**src/rtl/pipelined_adder_wrapper.sv**
```systemverilog
// Registered unsigned adder with valid/busy handshake; TYP picks a single-cycle,
// bit-serial or slice-pipelined core behind one interface.

module pipelined_adder_single #(
  parameter int DWIDTH = 8
) (
  input  logic              clk,
  input  logic              rstn,
  input  logic [DWIDTH-1:0] in1,
  input  logic [DWIDTH-1:0] in2,
  input  logic              ivalid,
  output logic [DWIDTH-1:0] Sum,
  output logic              Carry,
  output logic              ovalid,
  output logic              busy
);
  logic [DWIDTH-1:0] a_q, b_q, sum_q;
  logic              v_q, carry_q, ovalid_q;
  logic [DWIDTH:0]   total_d;

  always_comb begin
    total_d = {1'b0, a_q} + {1'b0, b_q};
  end

  always_ff @(posedge clk) begin
    if (!rstn) begin
      a_q      <= '0;
      b_q      <= '0;
      v_q      <= 1'b0;
      sum_q    <= '0;
      carry_q  <= 1'b0;
      ovalid_q <= 1'b0;
    end else begin
      v_q      <= ivalid;
      ovalid_q <= v_q;
      if (ivalid) begin
        a_q <= in1;
        b_q <= in2;
      end
      // Output register only moves on completion so Sum/Carry hold between results
      if (v_q) begin
        {carry_q, sum_q} <= total_d;
      end
    end
  end

  assign Sum    = sum_q;
  assign Carry  = carry_q;
  assign ovalid = ovalid_q;
  assign busy   = 1'b0;
endmodule

module pipelined_adder_serial #(
  parameter int DWIDTH = 8
) (
  input  logic              clk,
  input  logic              rstn,
  input  logic [DWIDTH-1:0] in1,
  input  logic [DWIDTH-1:0] in2,
  input  logic              ivalid,
  output logic [DWIDTH-1:0] Sum,
  output logic              Carry,
  output logic              ovalid,
  output logic              busy
);
  localparam int CW = $clog2(DWIDTH + 1);

  typedef enum logic [0:0] {IDLE = 1'b0, RUN = 1'b1} state_t;

  state_t            state_q, state_d;
  logic [CW-1:0]     cnt_q, cnt_d;
  logic [DWIDTH-1:0] a_q, a_d, b_q, b_d, sacc_q, sacc_d, sum_q, sum_d;
  logic              cry_q, cry_d, carry_q, carry_d, ovalid_q, ovalid_d, busy_q, busy_d;
  logic              sbit_s, cout_s;

  always_ff @(posedge clk) begin
    if (!rstn) begin
      state_q  <= IDLE;
      cnt_q    <= '0;
      a_q      <= '0;
      b_q      <= '0;
      sacc_q   <= '0;
      cry_q    <= 1'b0;
      sum_q    <= '0;
      carry_q  <= 1'b0;
      ovalid_q <= 1'b0;
      busy_q   <= 1'b0;
    end else begin
      state_q  <= state_d;
      cnt_q    <= cnt_d;
      a_q      <= a_d;
      b_q      <= b_d;
      sacc_q   <= sacc_d;
      cry_q    <= cry_d;
      sum_q    <= sum_d;
      carry_q  <= carry_d;
      ovalid_q <= ovalid_d;
      busy_q   <= busy_d;
    end
  end

  always_comb begin
    state_d  = state_q;
    cnt_d    = cnt_q;
    a_d      = a_q;
    b_d      = b_q;
    sacc_d   = sacc_q;
    cry_d    = cry_q;
    sum_d    = sum_q;
    carry_d  = carry_q;
    ovalid_d = 1'b0;
    busy_d   = busy_q;
    sbit_s   = a_q[0] ^ b_q[0] ^ cry_q;
    cout_s   = (a_q[0] & b_q[0]) | (cry_q & (a_q[0] ^ b_q[0]));
    case (state_q)
      IDLE: begin
        if (ivalid) begin
          a_d     = in1;
          b_d     = in2;
          cry_d   = 1'b0;
          cnt_d   = CW'(DWIDTH);
          busy_d  = 1'b1;
          state_d = RUN;
        end else begin
          state_d = IDLE;
        end
      end
      RUN: begin
        // Sum bits enter at the MSB so the accumulator is aligned after DWIDTH shifts
        a_d                 = a_q >> 1;
        b_d                 = b_q >> 1;
        cry_d               = cout_s;
        sacc_d              = sacc_q >> 1;
        sacc_d[DWIDTH-1]    = sbit_s;
        cnt_d               = cnt_q - CW'(1);
        if (cnt_q == CW'(1)) begin
          sum_d    = sacc_d;
          carry_d  = cout_s;
          ovalid_d = 1'b1;
          busy_d   = 1'b0;
          state_d  = IDLE;
        end else begin
          state_d  = RUN;
        end
      end
      default: begin
        state_d = IDLE;
        busy_d  = 1'b0;
      end
    endcase
  end

  assign Sum    = sum_q;
  assign Carry  = carry_q;
  assign ovalid = ovalid_q;
  assign busy   = busy_q;
endmodule

module pipelined_adder_pipe #(
  parameter int DWIDTH     = 8,
  parameter int NUM_STAGES = 2
) (
  input  logic              clk,
  input  logic              rstn,
  input  logic [DWIDTH-1:0] in1,
  input  logic [DWIDTH-1:0] in2,
  input  logic              ivalid,
  output logic [DWIDTH-1:0] Sum,
  output logic              Carry,
  output logic              ovalid,
  output logic              busy
);
  localparam int NS = NUM_STAGES;
  localparam int SW = (DWIDTH + NS - 1) / NS;

  // Slice k covers bits [lo, hi); trailing slices may be empty when SW*NS overshoots
  function automatic int slice_lo(input int k);
    return (k * SW < DWIDTH) ? k * SW : DWIDTH;
  endfunction

  function automatic logic [DWIDTH:0] slice_mask(input int k);
    return ((DWIDTH + 1)'(1) << slice_lo(k + 1)) - ((DWIDTH + 1)'(1) << slice_lo(k));
  endfunction

  logic [DWIDTH-1:0] a_q [NS+1];
  logic [DWIDTH-1:0] b_q [NS+1];
  logic [DWIDTH-1:0] s_q [NS+1];
  logic              c_q [NS+1];
  logic              v_q [NS+1];
  logic [DWIDTH-1:0] a_d [NS+1];
  logic [DWIDTH-1:0] b_d [NS+1];
  logic [DWIDTH-1:0] s_d [NS+1];
  logic              c_d [NS+1];
  logic              v_d [NS+1];
  logic [DWIDTH:0]   mask_s, part_s;
  logic [DWIDTH-1:0] sum_q;
  logic              carry_q, ovalid_q;

  always_comb begin
    mask_s = '0;
    part_s = '0;
    a_d[0] = in1;
    b_d[0] = in2;
    s_d[0] = '0;
    c_d[0] = 1'b0;
    v_d[0] = ivalid;
    for (int k = 0; k < NS; k++) begin
      mask_s     = slice_mask(k);
      part_s     = ({1'b0, a_q[k]} & mask_s) + ({1'b0, b_q[k]} & mask_s)
                 + ((DWIDTH + 1)'(c_q[k]) << slice_lo(k));
      a_d[k + 1] = a_q[k] & ~mask_s[DWIDTH-1:0];
      b_d[k + 1] = b_q[k] & ~mask_s[DWIDTH-1:0];
      s_d[k + 1] = s_q[k] | (part_s[DWIDTH-1:0] & mask_s[DWIDTH-1:0]);
      c_d[k + 1] = |(part_s & ((DWIDTH + 1)'(1) << slice_lo(k + 1)));
      v_d[k + 1] = v_q[k];
    end
  end

  always_ff @(posedge clk) begin
    if (!rstn) begin
      for (int k = 0; k <= NS; k++) begin
        a_q[k] <= '0;
        b_q[k] <= '0;
        s_q[k] <= '0;
        c_q[k] <= 1'b0;
        v_q[k] <= 1'b0;
      end
      sum_q    <= '0;
      carry_q  <= 1'b0;
      ovalid_q <= 1'b0;
    end else begin
      for (int k = 0; k <= NS; k++) begin
        a_q[k] <= a_d[k];
        b_q[k] <= b_d[k];
        s_q[k] <= s_d[k];
        c_q[k] <= c_d[k];
        v_q[k] <= v_d[k];
      end
      ovalid_q <= v_q[NS];
      if (v_q[NS]) begin
        sum_q   <= s_q[NS];
        carry_q <= c_q[NS];
      end
    end
  end

  assign Sum    = sum_q;
  assign Carry  = carry_q;
  assign ovalid = ovalid_q;
  assign busy   = 1'b0;
endmodule

module pipelined_adder_wrapper #(
  parameter int DWIDTH     = 8,
  parameter int TYP        = 2,
  parameter int NUM_STAGES = 2
) (
  input  logic              clk,
  input  logic              rstn,
  input  logic [DWIDTH-1:0] in1,
  input  logic [DWIDTH-1:0] in2,
  input  logic              ivalid,
  output logic [DWIDTH-1:0] Sum,
  output logic              Carry,
  output logic              ovalid,
  output logic              busy
);
  generate
    if (TYP == 1) begin : g_serial
      pipelined_adder_serial #(.DWIDTH(DWIDTH)) u_core (
        .clk(clk), .rstn(rstn), .in1(in1), .in2(in2), .ivalid(ivalid),
        .Sum(Sum), .Carry(Carry), .ovalid(ovalid), .busy(busy)
      );
    end else if (TYP == 2) begin : g_pipe
      pipelined_adder_pipe #(.DWIDTH(DWIDTH), .NUM_STAGES(NUM_STAGES)) u_core (
        .clk(clk), .rstn(rstn), .in1(in1), .in2(in2), .ivalid(ivalid),
        .Sum(Sum), .Carry(Carry), .ovalid(ovalid), .busy(busy)
      );
    end else begin : g_single
      pipelined_adder_single #(.DWIDTH(DWIDTH)) u_core (
        .clk(clk), .rstn(rstn), .in1(in1), .in2(in2), .ivalid(ivalid),
        .Sum(Sum), .Carry(Carry), .ovalid(ovalid), .busy(busy)
      );
    end
  endgenerate
endmodule

```
**config.mk**
```make
export PLATFORM = sky130hd
export DESIGN_NAME = pipelined_adder_wrapper
export DESIGN_NICKNAME = d
export VERILOG_FILES = /design/src/rtl/pipelined_adder_wrapper.sv
export SDC_FILE = /design/constraint.sdc
export NUM_CORES = 1
export LEC_CHECK = 0
export ABC_AREA = 1
export CAP_MARGIN = 20
export CORE_AREA = 2 2 71 73
export DETAILED_ROUTE_END_ITERATION = 10
export DIE_AREA = 0 0 73 75
export DONT_BUFFER_PORTS = 1
export SYNTH_ARGS = -nofsm -noshare
export SYNTH_HDL_FRONTEND = slang
export SYNTH_SLANG_ARGS = --single-unit
```
**constraint.sdc**
```tcl
create_clock -name clk -period 1.7 [get_ports clk]
set_clock_uncertainty 0.1 [all_clocks]
set_input_delay 0.085 -clock clk [delete_from_list [all_inputs] [get_ports clk]]
set_output_delay 0.085 -clock clk [all_outputs]
set_load 0.02 [all_outputs]
```
# After elaboration in Yosys (flattened, before gate mapping)
# Memory sizes are Yosys's and may differ from the RTL's. A register that Yosys moved wholly into a read port is not among the register bits.
# Cells that the tools add are included.
# totals
reg_bits	1
elab_cells	46
inputBits	19
mem_count	5
mem_bits_rw	78
output_inout_bits	11
# mem_list
name	words	width	read_ports	rd_ports_with_merged_regs	write_ports	line	source
g_pipe.u_core.a_q	3	8	2	0	3	185	logic [DWIDTH-1:0] a_q [NS+1];
g_pipe.u_core.b_q	3	8	2	0	3	186	logic [DWIDTH-1:0] b_q [NS+1];
g_pipe.u_core.s_q	3	8	3	1	3	187	logic [DWIDTH-1:0] s_q [NS+1];
g_pipe.u_core.c_q	3	1	3	1	3	188	logic c_q [NS+1];
g_pipe.u_core.v_q	3	1	3	0	3	189	logic v_q [NS+1];
# op_classes
n_mux	17
bitwise_logic	17
reduce_logical	2
n_addsub	4
# ops
cell	n
$mux 8	9
$or 1x1->1	15
$add 8x8->9	1
$add 9x5->9	1
$mux 1	8
$or 8x4->8	1
$or 8x8->8	1
$add 4x4->5	1
$add 5x1->5	1
$logic_not 1->1	2

# Depth between registers and ports, before layout
# Gate-level depths: netlist (run 1).
# An unclocked memory read counts as a cell.
# depth
word_depth	5
depth_mapped	9
ltp_nobuf	9

# Worst setup path before layout (run 1)
# Ideal clock, no wire load.
# synth_path
path_type	reg-to-reg
from	memory g_pipe.u_core.c_q[1]
to	memory g_pipe.u_core.s_q[2][6]
t_required_ns	1.491
path_stages_with_launch	8
slack_ns	0.048
period_less_slack_ns	1.652
t_arrival_ns	1.443
setup_time_ns	0.109
n_path_buf	0
path_cell_list	dfxtp_1 inv_1 fa_1 inv_1 ha_1 fa_1 nand2_1 inv_1
# synth_rtl
item	line
start: declaration	188
end: declaration	187

==> results of run 1 <==
## worst max-delay path: cells and delay by family (launching register included)
kind	cells	cell delay (ns)
and+or+nand+nor	1	0.07
buffers and inverters	3	0.15
DFF	1	0.32
adders and majority gates	3	0.91
## final timing paths
kind	from	end	cells after the start
min	g_pipe.u_core.s_q[1][1]	g_pipe.u_core.s_q[2][1]	2
max	g_pipe.u_core.c_q[1]	g_pipe.u_core.s_q[2][6]	7
max reg2reg	g_pipe.u_core.c_q[1]	g_pipe.u_core.s_q[2][6]	7
min reg2reg	g_pipe.u_core.s_q[1][1]	g_pipe.u_core.s_q[2][1]	2
## flip-flops by register name, summed over array words and instances, names as in the netlist
| name | cells |
|---|---|
| g_pipe.u_core.ovalid | 1 |
| g_pipe.u_core.c_q | 2 |
| g_pipe.u_core.s_q | 12 |
| g_pipe.u_core.Sum | 8 |
| g_pipe.u_core.v_q | 3 |
| g_pipe.u_core.Carry | 1 |
| g_pipe.u_core.b_q | 12 |
| g_pipe.u_core.a_q | 12 |
## layer usage
metal  GRT usage [%]  up-vias
met5               0        -
met4            6.79        0
met3            3.08        4
met2            16.8       28
met1            10.3      472
li1                -      638
## cell usage after synthesis, drive strengths merged
cell    instances  area (um^2)
o21ai           9         45.0
buf             6         47.5
dfxtp          51         1020
clkinv          1         3.75
ha             10          125
conb            1         3.75
nand3           2         10.0
nor2           26         97.6
fa              3         60.1
clkbuf          1         5.00
a21oi           4         20.0
xnor2           1         8.76
inv            48          180
nand2          46          173
## cell families after synthesis
logic type      share of synthesized area (%)
simple gates                             15.6
buf+inv                                  13.1
flops                                    56.7
compound gates                           3.61
fa+ha+maj                                10.3
xor+xnor                                0.487
other cells                             0.208
## timing repair
item | CTS | global route
setup endpoints to repair | 1 | 1
pin swaps | 2 | 1
gates resized for setup | 2 | 2
hold buffers | 20 | 0
hold endpoints to repair | 51 | 0
setup buffers | 1 | 0
## power groups by stage
stage / Sequential, mW / Combinational, mW / Clock [mW]
final: 1.28 / 0.157 / 0.988
after detailed placement: 1.31 / 0.0979 / 0
after global placement: 1.31 / 0.0972 / 0
after CTS: 1.28 / 0.157 / 1.02
after global routing: 1.29 / 0.184 / 1.07
after floorplan: 1.30 / 0.103 / 0
## area by class of cell
| cell class | instances | area [um^2] |
|---|---|---|
| Fill cell | 449 | 2460 |
| Timing Repair Buffer | 22 | 225 |
| Tap cell | 54 | 67.6 |
| Sequential cell | 51 | 1020 |
| Clock buffer | 5 | 68.8 |
| Inverter | 49 | 184 |
| Clock inverter | 3 | 71.3 |
| Multi-Input combinational cell | 102 | 558 |
==> impl_metrics.ini, run 1 <==
[worst_setup_path]
worst_setup_path_start_kind = flop
cp.required_ns = 1.81
cpPeakStageDelay_ns = 0.41
crit_top_cell = inv_1
slowest_stage = fa_1
reg2reg_slack_ns = 0.06
crit_path_end_kind = flop
cp_max_fo = 2
path_cells = inv_1, fa_2, inv_2, ha_4, fa_1, nand2_1, inv_1
crit_arrival_ns = 1.75
crit_type = reg2reg

[power]
power_mw = 2.42
p_switching_uw = 499
combPwrFrac_pct = 6.5
power_density_mw_per_mm2 = 1100
clkPwrFrac_pct = 40.8
p_int_mw = 1.93
pwr-share-seq_pct = 52.7
switching_share_pct = 20.6
power.leakage_nw = 1.22
irDropWorstVdd_uv = 384

[synth]
synth_nets = 241
synth_seq_cells = 51
synth_cell_types = 17
synthesis.area_mm2 = 0.00180
ys_seq_area_share_pct = 56.7
netlist_instances = 209
synth_warnings = 0
syn_avg_cell_area_um2 = 8.61

[timing]
setup_viol = 0
fmax_mhz = 611
period_share_pct = 96.3
hold_viol = 0
whs_ns = 0.312
slew_violations = 0
fin_crit_ns = 1.64
tns_ns = 0
setup_slack_ns = 0.0622

[floorplanning]
die-height_um = 75
dieArea_mm2 = 0.00548
coreArea_mm2 = 0.00466
io_pins = 30
num_rows = 25
die_w_um = 73
start_util_pct = 38.6

[global_routing]
grt_max_degree = 49
grt_pass1_vias = 1037
grt_overflow = 0
grt_use_total_pct = 9.83
antenna_found_initial = 0
grt_pass1_wl_mm = 4.09

[clock_network]
htree_levels = 2
cts_buffers = 5
path_clk_slew_ns = 0.09
cts_tree = done
cts_sinks = 51
cts_buffer_depth = 2
clk_latency_ns = 0.30
cts_root_buf = clkbuf_8

[place]
dp_slack_ns = -0.00786
dp_cells = 257
dp.final_hpwl_mm = 1.47
gp_congestion = 0.707
placed_area_mm2 = 0.00182
numPortBuffers = 0

[layout]
fin_nets = 263
diodes = 0
area_delta_synth_final_pct = 22.0
drive_above_1_share_pct = 10.3
final_area_mm2 = 0.00220
utilization_pct = 47.1
final_cells = 286
layout.cells.most_common_list = dfxtp_1 (51), nand2_1 (46), inv_1 (37)
final_common_cell = dfxtp_1

[drt]
detail-route-antenna-nets = 0
routed.top_layer = met4
via_per_inst = 3.99
wl_met1_mm = 1.12
first_pass_iters = 4
dr.first_iter.drc_count = 32
route.detailed.drc = 0
wl_mm = 2.38
wl_met3_um = 134
wl_met2_mm = 1.09
post_drt_wl_per_cell_um = 8.32
vias = 1142

[flow_run]
maxCapViolations = 0

[worst_hold_path]
hold_class = reg2reg

[status]
status = complete, no violations
No activity file was read; power rests on OpenSTA's default activity.
==> inputs of run 2 (changes only) <==
CELL_PAD_IN_SITES_DETAIL_PLACEMENT = 1   (was unset)
CELL_PAD_IN_SITES_GLOBAL_PLACEMENT = 1   (was unset)
PLACE_DENSITY_LB_ADDON = 0.1   (was unset)
SKIP_LAST_GASP = 1   (was unset)
clock period = 2 ns   (was 1.7 ns; I/O delays follow)
==> impl_metrics.ini, run 2 (synthesis gave the netlist of run 1 again) <==
[status]
status = complete, no violations

[timing]
setup_viol = 0
fmax_mhz = 570
hold_viol = 0
rsz0062_at_grt = no
slew_violations = 0
fin_crit_ns = 1.75
period_share_pct = 87.7
tns_ns = 0

[floorplanning]
num_rows = 25
die_w_um = 73
die-height_um = 75
io_pins = 30
start_util_pct = 38.6
dieArea_mm2 = 0.00548
coreArea_mm2 = 0.00466

[layout]
final_common_cell = dfxtp_1
area_delta_synth_final_pct = 17.1
fin_nets = 259
utilization_pct = 45.2
drive_above_1_share_pct = 7.49
fillers = 548
seq_area_mm2 = 0.00102
multi_input_area_um2 = 543
layout.cells.most_common_list = dfxtp_1 (51), nand2_1 (46), inv_1 (38)
largestRegisters = g_pipe.u_core.a_q (12), g_pipe.u_core.b_q (12), g_pipe.u_core.s_q (12)
diodes = 0

[drt]
first_pass_iters = 3
post_drt_wl_per_cell_um = 9.30
wl_mm = 2.61
route.detailed.drc = 0
vias = 1189
via_per_inst = 4.23
detail-route-antenna-nets = 0
dr.first_iter.drc_count = 22

[worst_setup_path]
cp.required_ns = 2.10
cpPeakStageDelay_ns = 0.42
path_cells = inv_1, fa_1, inv_1, ha_1, fa_1, nand2_1, inv_1
cp-startpoint = g_pipe.u_core.c_q[1]
reg2reg_slack_ns = 0.25
crit_type = reg2reg
crit_top_cell = inv_1
worst_setup_path_start_kind = flop
cp.buffers_inverters = 3
cp_top_family = adder cells
cp_max_fo = 2
slowest_stage = fa_1
r2r-start = g_pipe.u_core.c_q[1]
crit_arrival_ns = 1.85
crit_path_end_kind = flop

[place]
dp.final_hpwl_mm = 1.87
numPortBuffers = 0
gp_congestion = 0.695

[global_routing]
grt_use_total_pct = 11.1
met1_usage_pct = 11.6
grt.busiest_layer = met2
grt_pass1_vias = 1157
grt_pass1_wl_mm = 4.65
grt_max_degree = 49
grt_overflow = 0
met3_usage_pct = 4.15
grtUsageMet2_pct = 19.6
antenna_found_initial = 0

[flow_run]
maxCapViolations = 0

[clock_network]
clk_latency_ns = 0.29
cts_buffers = 5
postCtsSetupRepairBufs = 0
cts_buffer_depth = 2
cts_sinks = 51
path_clk_slew_ns = 0.08
cts_tree = done
htree_levels = 2
cts_root_buf = clkbuf_8

[power]
power.leakage_nw = 1.19
irDropWorstVdd_uv = 328
power_density_mw_per_mm2 = 890

[worst_hold_path]
hold_path.startpoint = rstn
hold_class = in2reg
## run 2: cell types whose count changed in the layout (fill, tap and decap cells not counted), sizes merged
cell and change:
clkbuf +1, inv -1, buf -2, dlygate4sd3 -2
bufinv -1
## run 2: layout make-up
| type | count | share of cell area, % |
|---|---|---|
| timing repair buffer | 18 | 9.02 |
| tap | 54 | 3.20 |
| inverter | 49 | 8.72 |
| clock buffer | 6 | 3.44 |
| multi-input combinational | 102 | 25.8 |
| sequential | 51 | 48.4 |
| clock inverter | 1 | 1.42 |
## run 2: path summary, 6_finish.rpt
check	to	depth (start not counted)
max	g_pipe.u_core.s_q[2][6]	7
min reg2reg	g_pipe.u_core.v_q[0][1]	2
max reg2reg	g_pipe.u_core.s_q[2][6]	7
min	g_pipe.u_core.b_q[0][13]	3
## run 2: through the flow
| stage | hold WS [ns] | std cells | setup slack, ns | power, mW | area, um^2 |
|---|---|---|---|---|---|
| 6_report | 0.00976 | 281 | 0.246 | 1.88 | 2110 |
| 5_1_grt | 0.00765 | 281 | 0.125 | 1.98 | 2110 |
| 4_1_cts | 0.00293 | 281 | 0.209 | 1.91 | 2110 |
| 3_5_place_dp | 0.102 | 256 | 0.211 | 1.20 | 1820 |
| 3_3_place_gp | 0.0994 | 256 | 0.314 | 1.19 | 1820 |
| 2_1_floorplan | 0.0976 | 209 | 0.348 | 1.20 | 1800 |
## run 2: power breakdown
part | internal, mW | total (mW) | switching (mW)
registers | 1.06 | 1.09 | 0.0240
logic | 0.0600 | 0.126 | 0.0658
clock network | 0.366 | 0.662 | 0.296
total | 1.49 | 1.88 | 0.386
## run 2: per-layer routing
layer / vias up / wire length [um]
li1: 630 / -
met1: 521 / 1150
met2: 31 / 1260
met3: 7 / 138
met4: 0 / 55
met5: - / 0
## run 2: what timing repair did
action | 4_1_cts | 5_1_grt
endpoints found under the hold margin | 51 | 0
hold buffers | 18 | 0
resized for setup | 0 | 0
## run 2: worst register-to-register path: cells and delay by family, from the launching register on
family / cells / cell delay (ns)
buf+inv: 3 / 0.15
flops: 1 / 0.33
simple gates: 1 / 0.08
fa+ha+maj: 3 / 1.01
